File: src/rtl/fp_pkg.sv
// Shared single-precision add/sub types, constants and flag packing.
// Used by the sequencer and its rounding stage.
package fp_pkg;

   typedef struct packed {
      logic        sign;
      logic [7:0]  exp;
      logic [22:0] frac;
   } fp32_t;

   localparam logic [31:0] FP_QNAN = 32'h7FC0_0000;
   localparam logic [7:0]  EXP_MAX = 8'hFF;
   localparam int          SIG_W   = 27;

   localparam int FLG_INVALID   = 4;
   localparam int FLG_OVERFLOW  = 3;
   localparam int FLG_UNDERFLOW = 2;
   localparam int FLG_INEXACT   = 1;
   localparam int FLG_ZERO      = 0;

   typedef enum logic [2:0] {
      S_IDLE, S_UNPACK, S_ALIGN, S_ADD, S_NORM, S_ROUND, S_DONE
   } fp_seq_state_e;

   function automatic logic [4:0] mk_flags(input logic inv, input logic ovf,
                                           input logic unf, input logic inx,
                                           input logic zro);
      logic [4:0] f;
      f                = '0;
      f[FLG_INVALID]   = inv;
      f[FLG_OVERFLOW]  = ovf;
      f[FLG_UNDERFLOW] = unf;
      f[FLG_INEXACT]   = inx;
      f[FLG_ZERO]      = zro;
      return f;
   endfunction

endpackage

File: src/rtl/fp_normalize.sv
// Combinational normalize stage: right-shift by one on carry, otherwise
// left-shift out leading zeros without taking the exponent below 1.
module fp_normalize #(
   parameter int SIG_W = 27
) (
   input  logic [SIG_W-1:0] sig,
   input  logic             carry,
   input  logic [7:0]       exp,
   output logic [SIG_W-1:0] sig_norm,
   output logic [7:0]       shift
);

   localparam logic [7:0] SIG_W8 = 8'(SIG_W);

   logic [7:0] lz;
   logic [7:0] lim;
   logic [7:0] sh;

   always_comb begin
      lz = SIG_W8;
      for (int i = 0; i < SIG_W; i++)
         if (sig[i]) lz = 8'(SIG_W - 1 - i);
      lim = exp - 8'd1;
      sh  = (lz < lim) ? lz : lim;
      if (carry) begin
         sig_norm = {1'b1, sig[SIG_W-1:1]} | {{(SIG_W-1){1'b0}}, sig[0]};
         shift    = 8'd1;
      end else begin
         sig_norm = sig << sh;
         shift    = 8'd0 - sh;
      end
   end

endmodule

File: src/rtl/fp_round_rne.sv
// Round-to-nearest-even on the G/R/S tail of a normalized significand,
// producing the packed exponent/fraction fields and rounding status.
module fp_round_rne
   import fp_pkg::*;
#(
   parameter int SIG_W = 27
) (
   input  logic [SIG_W-1:0] sig_norm,
   input  logic [7:0]       exp,
   output logic [7:0]       exp_out,
   output logic [22:0]      frac_out,
   output logic             overflow,
   output logic             inexact,
   output logic             tiny,
   output logic             is_zero
);

   localparam int LSB = SIG_W - 24;

   logic [23:0] mant;
   logic        guard;
   logic        rest;
   logic        up;
   logic [24:0] mant_r;
   logic [8:0]  exp9;

   always_comb begin
      mant     = sig_norm[SIG_W-1:LSB];
      guard    = sig_norm[LSB-1];
      rest     = |sig_norm[LSB-2:0];
      inexact  = guard | rest;
      up       = guard & (rest | mant[0]);
      mant_r   = {1'b0, mant} + {24'd0, up};
      exp9     = {1'b0, exp} + {8'd0, mant_r[24]};
      is_zero  = (mant_r == 25'd0);
      tiny     = ~sig_norm[SIG_W-1];
      overflow = (exp9 >= 9'd255);
      frac_out = mant_r[24] ? mant_r[23:1] : mant_r[22:0];
      // no hidden bit after rounding means a denormal: exponent field is 0
      exp_out  = (mant_r[24] | mant_r[23]) ? exp9[7:0] : 8'd0;
      if (overflow) begin
         exp_out  = EXP_MAX;
         frac_out = '0;
      end
   end

endmodule

File: src/rtl/fp_addsub_seq_ctrl.sv
// Multi-cycle single-precision add/sub sequencer, one operation in flight:
// accept, unpack, align, add, normalize, round, hold result until taken.
module fp_addsub_seq_ctrl
   import fp_pkg::*;
#(
   parameter int ALIGN_STEP = 4,
   parameter int SIG_W      = 27
) (
   input  logic        clk,
   input  logic        rst_n,
   input  logic        in_valid,
   output logic        in_ready,
   input  logic [31:0] op_a,
   input  logic [31:0] op_b,
   input  logic        op_sub,
   output logic        out_valid,
   input  logic        out_ready,
   output logic [31:0] result,
   output logic [4:0]  flags
);

   localparam logic [7:0] STEP   = 8'(ALIGN_STEP);
   localparam logic [7:0] SIG_W8 = 8'(SIG_W);
   localparam int         PAD    = SIG_W - 24;

   fp_seq_state_e    state;
   fp32_t            a_l, b_l;
   logic             sub_l;
   logic             sign_r, eff_sub, carry_r;
   logic [7:0]       exp_r, diff;
   logic [SIG_W-1:0] sig_a, sig_b;

   // operand decode, only meaningful in UNPACK
   logic             b_eff, a_nan, b_nan, a_inf, b_inf, swap;
   logic [7:0]       ea, eb, diff_u;
   logic [SIG_W-1:0] siga_u, sigb_u;

   always_comb begin
      b_eff  = b_l.sign ^ sub_l;
      a_nan  = (a_l.exp == EXP_MAX) && (a_l.frac != '0);
      b_nan  = (b_l.exp == EXP_MAX) && (b_l.frac != '0);
      a_inf  = (a_l.exp == EXP_MAX) && (a_l.frac == '0);
      b_inf  = (b_l.exp == EXP_MAX) && (b_l.frac == '0);
      ea     = (a_l.exp == 8'd0) ? 8'd1 : a_l.exp;
      eb     = (b_l.exp == 8'd0) ? 8'd1 : b_l.exp;
      siga_u = {(a_l.exp != 8'd0), a_l.frac, {PAD{1'b0}}};
      sigb_u = {(b_l.exp != 8'd0), b_l.frac, {PAD{1'b0}}};
      swap   = {b_l.exp, b_l.frac} > {a_l.exp, a_l.frac};
      diff_u = swap ? (eb - ea) : (ea - eb);
   end

   logic [7:0]       step;
   logic [SIG_W-1:0] b_shift;

   always_comb begin
      step    = (diff < STEP) ? diff : STEP;
      b_shift = (sig_b >> step) |
                {{(SIG_W-1){1'b0}}, |(sig_b & ~({SIG_W{1'b1}} << step))};
   end

   logic [SIG_W-1:0] sig_norm;
   logic [7:0]       norm_shift;

   fp_normalize #(.SIG_W(SIG_W)) u_norm (
      .sig      (sig_a),
      .carry    (carry_r),
      .exp      (exp_r),
      .sig_norm (sig_norm),
      .shift    (norm_shift)
   );

   logic [7:0]  r_exp;
   logic [22:0] r_frac;
   logic        r_ovf, r_inx, r_tiny, r_zero;

   fp_round_rne #(.SIG_W(SIG_W)) u_round (
      .sig_norm (sig_a),
      .exp      (exp_r),
      .exp_out  (r_exp),
      .frac_out (r_frac),
      .overflow (r_ovf),
      .inexact  (r_inx),
      .tiny     (r_tiny),
      .is_zero  (r_zero)
   );

   always_ff @(posedge clk or negedge rst_n) begin
      if (!rst_n) begin
         state     <= S_IDLE;
         in_ready  <= 1'b0;
         out_valid <= 1'b0;
         result    <= '0;
         flags     <= '0;
         a_l       <= '0;
         b_l       <= '0;
         sub_l     <= 1'b0;
         sign_r    <= 1'b0;
         eff_sub   <= 1'b0;
         carry_r   <= 1'b0;
         exp_r     <= '0;
         diff      <= '0;
         sig_a     <= '0;
         sig_b     <= '0;
      end else begin
         case (state)
            S_IDLE: begin
               if (in_valid && in_ready) begin
                  a_l      <= op_a;
                  b_l      <= op_b;
                  sub_l    <= op_sub;
                  in_ready <= 1'b0;
                  state    <= S_UNPACK;
               end else begin
                  in_ready <= 1'b1;
               end
            end
            S_UNPACK: begin
               if (a_nan || b_nan || (a_inf && b_inf && (a_l.sign != b_eff))) begin
                  result    <= FP_QNAN;
                  flags     <= mk_flags(1'b1, 1'b0, 1'b0, 1'b0, 1'b0);
                  out_valid <= 1'b1;
                  state     <= S_DONE;
               end else if (a_inf || b_inf) begin
                  result    <= a_inf ? a_l : {b_eff, b_l.exp, b_l.frac};
                  flags     <= '0;
                  out_valid <= 1'b1;
                  state     <= S_DONE;
               end else begin
                  sign_r  <= swap ? b_eff : a_l.sign;
                  eff_sub <= a_l.sign ^ b_eff;
                  exp_r   <= swap ? eb : ea;
                  sig_a   <= swap ? sigb_u : siga_u;
                  sig_b   <= swap ? siga_u : sigb_u;
                  diff    <= diff_u;
                  state   <= (diff_u == 8'd0) ? S_ADD : S_ALIGN;
               end
            end
            S_ALIGN: begin
               if (diff >= SIG_W8) begin
                  sig_b <= {{(SIG_W-1){1'b0}}, |sig_b};
                  diff  <= '0;
                  state <= S_ADD;
               end else begin
                  sig_b <= b_shift;
                  diff  <= diff - step;
                  if (diff <= STEP) state <= S_ADD;
               end
            end
            S_ADD: begin
               // operands are ordered, so subtraction never goes negative
               {carry_r, sig_a} <= eff_sub ? ({1'b0, sig_a} - {1'b0, sig_b})
                                           : ({1'b0, sig_a} + {1'b0, sig_b});
               state <= S_NORM;
            end
            S_NORM: begin
               sig_a <= sig_norm;
               exp_r <= exp_r + norm_shift;
               state <= S_ROUND;
            end
            S_ROUND: begin
               if (r_ovf) begin
                  result <= {sign_r, EXP_MAX, 23'd0};
                  flags  <= mk_flags(1'b0, 1'b1, 1'b0, 1'b1, 1'b0);
               end else if (r_zero) begin
                  result <= {sign_r & ~eff_sub, 31'd0};
                  flags  <= mk_flags(1'b0, 1'b0, 1'b0, 1'b0, 1'b1);
               end else begin
                  result <= {sign_r, r_exp, r_frac};
                  flags  <= mk_flags(1'b0, 1'b0, r_tiny & r_inx, r_inx, 1'b0);
               end
               out_valid <= 1'b1;
               state     <= S_DONE;
            end
            S_DONE: begin
               if (out_ready) begin
                  out_valid <= 1'b0;
                  in_ready  <= 1'b1;
                  state     <= S_IDLE;
               end
            end
            default: state <= S_IDLE;
         endcase
      end
   end

endmodule

File: config.mk
export PLATFORM = sky130hd
export DESIGN_NAME = fp_addsub_seq_ctrl
export DESIGN_NICKNAME = d
export VERILOG_FILES = /design/src/rtl/fp_pkg.sv /design/src/rtl/fp_normalize.sv /design/src/rtl/fp_round_rne.sv /design/src/rtl/fp_addsub_seq_ctrl.sv
export SDC_FILE = /design/constraint.sdc
export NUM_CORES = 1
export LEC_CHECK = 0
export BUFFER_PORTS_ARGS = -buffer_cell sky130_fd_sc_hd__buf_2
export CAP_MARGIN = 20
export CORE_MARGIN = 10
export CORE_UTILIZATION = 35
export CTS_CLUSTER_SIZE = 40
export DETAILED_ROUTE_END_ITERATION = 6
export PLACE_DENSITY = 0.55
export SETUP_SLACK_MARGIN = 0.4
export SYNTH_ARGS = -nofsm -noshare
export SYNTH_HDL_FRONTEND = slang
export SYNTH_SLANG_ARGS = --single-unit
File: constraint.sdc
create_clock -name clk -period 17.6 [get_ports clk]
set_clock_uncertainty 0.1 [all_clocks]
set_input_delay 0.88 -clock clk [delete_from_list [all_inputs] [get_ports clk]]
set_output_delay 0.88 -clock clk [all_outputs]
set_load 0.02 [all_outputs]
==> results of run 1 <==
-- cell type report --
type                    count  area share (%)
clock inverters            12           0.807
multi-input cells        1615            60.7
repair buffers            132            4.25
well taps                 600            4.25
clock buffers              20            2.53
flip-flops and latches    180            25.5
inverters                  92            1.95
-- state kept, by name (all words and copies together), names as in the netlist, 3 cells and up --
name and flops:
sig_b 27, b_l 32, sig_a 27, a_l 32, exp_r 8, result 32
diff 8, state 3, flags 5
-- cell usage after synthesis (9+ instances only) --
master	n
o22a_1	23
ha_1	90
nand2b_1	19
o21ai_0	177
a21o_1	33
buf_1	26
xnor2_1	61
nor2_1	165
dfrtp_1	180
mux2_2	39
mux2i_1	43
o22ai_1	14
a21oi_1	186
nor2b_1	10
nand2_1	235
a211oi_1	31
and2_1	9
nor3_1	47
nor4_1	37
nand4_1	27
a31oi_1	19
nand3_1	54
a221oi_1	18
a22o_1	11
clkbuf_1	119
o211ai_1	25
xor2_1	29
buf_2	18
and3_1	20
o31ai_1	10
inv_1	92
o21a_1	18
mux4_2	24
-- critical path, cell delays in order, from the launching register on --
cell and delay (ns):
dfrtp_1 0.66, nor2_1 0.10, o311a_1 0.31, o41ai_1 0.38, a311oi_1 0.19, o31ai_1 0.60
inv_1 0.10, ha_1 0.34, nand3_1 0.08, or4_1 0.56, nand3b_4 0.22, o22ai_1 0.35
o21ai_1 0.25, nand2_2 0.52, nand2_1 0.15, a21o_1 0.24, inv_1 0.06, ha_1 0.21
a21o_1 0.18, a21o_1 0.20, a21o_1 0.18, a21oi_1 0.21, o21bai_1 0.09, a21oi_1 0.17
xnor2_1 0.10, o31ai_1 0.21, a31oi_1 0.07
-- worst paths after layout --
path | startpoint | endpoint | slack, ns | depth (start not counted)
worst max-delay path | sig_a[1] | exp_r[7] | 10.60 | 26
worst min-delay path | result[10] | result[10] | 0.37 | 1
worst max register to register | sig_a[1] | exp_r[7] | 10.60 | 26
worst min register to register | result[10] | result[10] | 0.37 | 1
max in group asynchronous | rst_n | diff[6] | 15.42 | 2
min in group asynchronous | rst_n | flags[1] | 0.41 | 1
-- per-stage QoR --
step | cells | worst slack [ns]
2_1_floorplan | 2056 | 11.37
3_3_place_gp | 2618 | 10.68
3_5_place_dp | 2618 | 10.63
4_1_cts | 2650 | 10.62
5_1_grt | 2651 | 10.04
6_report | 2651 | 10.60
-- metal layers --
metal | up-vias | GRT usage (%)
met5 | - | 0
met4 | 0 | 8.13
met3 | 72 | 3.70
met2 | 473 | 32.5
met1 | 7523 | 27.2
li1 | 7438 | -
-- cells by family after synthesis --
logic type / count (synthesis) / share of synthesized area (%)
AND/OR/NAND/NOR: 668 / 19.3
buffers and inverters: 261 / 6.33
AO/OA/AOI/OAI: 654 / 25.5
XOR/XNOR: 90 / 4.85
adder cells (fa/ha/maj): 94 / 7.43
flip-flops: 180 / 27.7
other: 2 / 0.0462
multiplexers: 107 / 8.77
==> qor.csv, run 1 <==
metric,value,unit
core_area,0.0457,mm²
area_growth,8.83,%
grt_pass1_vias,15200,
synth_edf_count,0,
finalHoldViolCount,0,
drc,0,
drv_slew,0,
ios,108,
fp.dieW,235,µm
synth_seq_area_share,27.7,%
synth_top_area_share,27.7,%
syn_nets,2219,
end_kind,flop,
numCtsBuffers,17,
rows,78,
multi_input_area,0.0107,mm²
antenna_cells,0,
die_h,235,µm
postSynthAreaPerCell,7.90,µm²
dr.pass1.iters,6,
vias,15500,
hold_ws,0.371,ns
critPathRequiredTime,17.84,ns
drive_gt1_share,12.4,%
cp-start-kind,flop,
postLayoutCellArea,0.0177,mm²
synthTopCellsByArea,"dfrtp_1, ha_1, a21oi_1",
fmax,143,MHz
final_util,38.7,%
place.gp.congestion,0.922,
dr_wl_met3,3.13,mm
top_layer,met4,
tritoncts,yes,
routedWlPerCell,21.9,µm
viasPerCell,5.85,
hp-class,reg2reg,
met1Wirelength,26.4,mm
io_buffers,107,
tightestPinTransition,1.01,ns
rsz0062_at_grt,false,
dieArea,0.0554,mm²
grt_overflow,0,
setup-violations-final,0,
min_period,7.00,ns
status,finished clean,
arrival,7.24,ns
ctsLongestPathBuffers,2,
clock_latency,0.51,ns
clk_pin_slew,0.07,ns
crit_type,reg2reg,
postCtsSetupBuffers,0,
nets,2201,
synth.distinct_cells,94,
slew_headroom,31.8,%
layout_common_cells,"nand2_1, a21oi_1, dfrtp_1",
wirelength,57.9,mm
netlist_area,0.0162,mm²
crit_path_max_fanout,25,
final_common_cell,nand2_1,
yosysWarningCount,0,
cts.sinks,180,
post_cts_resize_count,0,
drt_iter0_drc,1099,
track_usage,20.5,%
initial_core_util,35.6,%
synthArstFlopShare,100,%
setup_tns,0,ns
cts_root_buf,clkbuf_16,
synth-main-ff-cell,dfrtp_1,
grt_max_degree,107,
dpl_cell_area,0.0171,mm²
dr_wl_met2,26.6,mm
dp_hpwl,43.9,mm
grt_pass1_wl,90.6,mm
fin_crit_sh,39.7,%
antenna_found_initial,0,
fillerInstances,4755,
max_cap_viol_count,0,
final_antenna_net_count,0,
cts.htree.levels,4,
ff_latch_area,0.00450,mm²
yosys.area.top_type,dfrtp_1,
netlist_instances,2056,
hold_buffers,0,
ys_ff_latch,180,
Power of run 1 is left out: the tool's default activity adds up to more than one toggle a clock period on the data nets, which glitch-free logic cannot reach.
==> inputs of run 2 (changes only) <==
clock period = 7.1 ns   (was 17.6 ns; I/O delays follow)
==> run 2 against run 1 <==
Compared with the run above:
- via count grew 3.1%
- sequential share of layout area down 1.2 points
- critical path depth is 2 lower
- register-to-register slack got worse by 9.7 ns
==> qor.csv, run 2 (same netlist as run 1, synthesis figures left out) <==
metric,value,unit
status,finished clean,
fillerInstances,4734,
fin_crit_sh,87.9,%
postCtsSetupBuffers,0,
hp-class,in2reg,
antenna_found_initial,0,
pre_cts_ws,0.758,ns
drt_iter0_drc,1135,
dr.pass1.iters,5,
dieArea,0.0554,mm²
final_antenna_net_count,0,
die_h,235,µm
drive_gt1_share,13.3,%
max_cap_viol_count,0,
tightestPinTransition,0.985,ns
ff_latch_area,0.00450,mm²
final_common_cell,nand2_1,
grt_pass1_vias,15800,
ctsLongestPathBuffers,2,
clock_latency,0.51,ns
finalHoldViolCount,0,
dp_hpwl,44.9,mm
fmax,160,MHz
viasPerCell,5.82,
area_growth,14.3,%
nets,2297,
track_usage,21.0,%
place.gp.congestion,0.934,
min_period,6.24,ns
fp.dieW,235,µm
critPathRequiredTime,7.34,ns
ios,108,
drc,0,
cts.htree.levels,4,
grt_max_degree,86,
layout_common_cells,"nand2_1, a21oi_1, dfrtp_1",
timing.final.ws_setup,0.857,ns
crit_type,reg2reg,
end_kind,flop,
drv_slew,0,
numCtsBuffers,17,
tritoncts,yes,
grt_pass1_wl,92.6,mm
grt_overflow,0,
cts.sinks,180,
vias,16000,
arrival,6.48,ns
rsz0062_at_grt,false,
cp-start-kind,flop,
setup-violations-final,0,
rows,78,
slew_headroom,34.1,%
reg_top3,"a_l x32, b_l x32, result x32",
core_area,0.0457,mm²
crit_path_max_fanout,22,
routedWlPerCell,21.5,µm
io_buffers,107,
clk_pin_slew,0.07,ns
setup_tns,0,ns
initial_core_util,35.6,%
multi_input_area,0.0107,mm²
cts_root_buf,clkbuf_16,
wirelength,59.1,mm
run 2: per-stage QoR:
step / area (µm²) / std cells / utilization (%) / hold WS (ns)
after floorplan: 16200 / 2056 / - / -0.0406
after global placement: 17300 / 2647 / 37.8 / 0.275
after detailed placement: 17300 / 2647 / 37.8 / 0.282
after CTS: 18500 / 2745 / 40.6 / 0.0670
after global routing: 18600 / 2747 / 40.6 / 0.117
final: 18600 / 2748 / 40.6 / 0.0930
run 2: cell type report:
cell class	instances	share of cell area (%)
clock inverters	13	0.782
multi-input cells	1615	57.8
inverters	92	1.86
diodes	1	0.0135
clock buffers	19	2.39
well taps	600	4.04
repair buffers	228	8.81
flip-flops and latches	180	24.3
run 2: critical path: stages (launching register included):
cell      delay, ns
dfrtp_1        0.38
o311a_1        0.35
o41ai_1        0.45
a311oi_1       0.22
o31ai_2        0.38
inv_1          0.09
ha_1           0.34
nand3_1        0.09
or4_1          0.56
nand3b_4       0.22
o22a_2         0.27
a21oi_4        0.24
mux2_2         0.37
buf_4          0.23
a21oi_1        0.16
nor3_1         0.06
ha_1           0.32
a21o_1         0.19
a21o_1         0.18
a21oi_1        0.22
o21bai_1       0.09
a21oi_1        0.18
xnor2_1        0.11
o31ai_1        0.22
a31oi_1        0.07
run 2: what timing repair did:
item / CTS / global route
hold buffers: 66 / 0
endpoints found under the setup margin: 0 / 1
resized for setup: 0 / 1
hold endpoints to repair: 126 / 0
run 2: metal layers:
metal	global-route usage, %	part of all wire (%)	vias to the layer above	wire [µm]
met4	9.51	3.8	0	2250
met3	4.37	6.0	108	3540
li1	-	-	7625	-
met2	33.4	46	526	27300
met1	26.8	44	7723	26100
met5	0	0	-	0
run 2: worst paths after layout:
kind / slack [ns] / endpoint / cells after the start / startpoint
worst min register to register: 0.37 / result[19] / 2 / result[19]
max in group asynchronous: 5.30 / sig_b[9] / 3 / rst_n
worst min-delay path: 0.09 / out_valid / 4 / out_ready
worst max register to register: 0.86 / exp_r[7] / 24 / sig_a[3]
worst max-delay path: 0.86 / exp_r[7] / 24 / sig_a[3]
min in group asynchronous: 0.31 / flags[0] / 2 / rst_n
Power of run 2 is left out for the same reason.
==> inputs of run 3 (changes only) <==
PLACE_DENSITY = 0.57   (was 0.55)
clock period = 5.4 ns   (was 7.1 ns; I/O delays follow)
==> run 3 against run 2 <==
Compared with the run above:
- setup slack got worse by 0.78 ns
- hold slack improved by 0.10 ns
- global-route usage down 0.27 points
- register-to-register slack worse by 0.78 ns
- sequential cell count unchanged
- final cell count increased by 4.1%
- sequential share of layout area decreased by 1.5 points
- fmax grew 17%
- critical endpoint unchanged
- largest cell class unchanged
==> qor.csv, run 3 (same netlist as run 1, synthesis figures left out) <==
metric,value,unit
drive_gt1_share,19.5,%
ios,108,
hold_ws,0.193,ns
end_kind,flop,
rr_worst_depth,25,
fmax,188,MHz
drv_slew,0,
dp_hpwl,45.2,mm
hp-class,in2async,
routedWlPerCell,20.7,µm
viasPerCell,5.78,
max_cap_viol_count,0,
track_usage,20.7,%
crit_type,reg2reg,
core_area,0.0457,mm²
grt_pass1_wl,91.6,mm
ctsLongestPathBuffers,2,
pre_cts_ws,-0.217,ns
antenna_found_initial,0,
setup-violations-final,0,
fin_crit_sh,98.7,%
min_period,5.33,ns
final_common_cell,nand2_1,
initial_core_util,35.6,%
slew_headroom,32.2,%
place.gp.congestion,0.967,
vias,16500,
tritoncts,yes,
cp-startpoint,sig_a[3],
reg_top3,"a_l x32, b_l x32, result x32",
layout_common_cells,"nand2_1, a21oi_1, dfrtp_1",
dr.pass1.iters,5,
final_util,43.3,%
drc,0,
nets,2412,
die_h,235,µm
crit_path_max_fanout,5,
grt_pass1_vias,16200,
clk_pin_slew,0.07,ns
cts.sinks,180,
crit_path_end,exp_r[7],
arrival,5.57,ns
cp-start-kind,flop,
rsz0062_at_grt,true,
area_growth,21.8,%
drt_iter0_drc,1361,
grt_max_degree,131,
fp.dieW,235,µm
final_antenna_net_count,0,
antenna_cells,0,
wirelength,59.2,mm
critPathRequiredTime,5.64,ns
grt_overflow,0,
setup_tns,0,ns
rows,78,
status,finished clean,
dieArea,0.0554,mm²
reg2reg_to,exp_r[7],
cts_root_buf,clkbuf_16,
r2r-start,sig_a[3],
tightestPinTransition,1.01,ns
io_buffers,107,
r2r_slack,0.07,ns
finalHoldViolCount,0,
cts.htree.levels,4,
clock_latency,0.50,ns
timing.final.ws_setup,0.0725,ns
numCtsBuffers,17,
-- run 3: cell count changes in the layout (fill, tap and decap cells not counted), sizes merged --
cell / previous run / this run
buf: 160 / 274
inv: 97 / 95
bufinv: 1 / 2
clkbuf: 21 / 20
clkinvlp: 1 / 2
diode: 1 / 0
dlygate4sd3: 66 / 67
-- run 3: worst min-delay path by stage --
| stage | from | endpoint | cells past startpoint |
|---|---|---|---|
| global route | rst_n | flags[2] | 2 |
| finish | rst_n | flags[2] | 2 |
| CTS | rst_n | flags[2] | 2 |
| detailed placement | rst_n | flags[2] | 1 |
| global placement | rst_n | flags[2] | 1 |
| floorplan | rst_n | a_l[0] | 0 |
-- run 3: routing by layer --
layer,up-vias,track usage [%],share of wire (%)
li1,7868,-,-
met1,7988,26.5,44
met2,585,33.4,46
met3,105,3.80,6.1
met4,0,9.10,3.6
met5,-,0,0
-- run 3: final cells by class --
type	count	area (µm²)
Fill cell	4616	25900
Multi-Input combinational cell	1615	11000
Sequential cell	180	4500
Timing Repair Buffer	343	2600
Tap cell	600	751
Clock buffer	18	439
Inverter	92	345
Clock inverter	13	153
-- run 3: repair_timing --
action,in CTS,in global routing
gates resized for setup,32,32
cloned,0,1
setup endpoints to repair,30,30
setup buffers,7,6
hold buffers,67,0
hold endpoints to repair,117,0
pin swaps,10,16
-- run 3: per-stage QoR --
stage / area (µm²) / instances
after floorplan: 16300 / 2056
after global placement: 18100 / 2748
after detailed placement: 18100 / 2749
after CTS: 19600 / 2854
after global routing: 19800 / 2861
final: 19800 / 2861
-- run 3: critical path, stage by stage (launching register included) --
cell	delay (ns)
dfrtp_1	0.38
o311a_1	0.39
o41ai_4	0.27
a311oi_2	0.16
o31ai_2	0.28
inv_1	0.11
ha_4	0.28
nand3_2	0.07
or4_4	0.46
nand3b_4	0.18
o22a_4	0.21
a21oi_4	0.16
buf_6	0.13
mux2i_4	0.06
buf_4	0.16
nor3_4	0.25
nor3_2	0.08
ha_1	0.31
a21o_1	0.18
a21o_1	0.18
a21oi_2	0.15
o21bai_1	0.09
a21oi_2	0.17
xnor2_2	0.08
o31ai_1	0.19
a31oi_1	0.07
Power of run 3 is left out for the same reason.
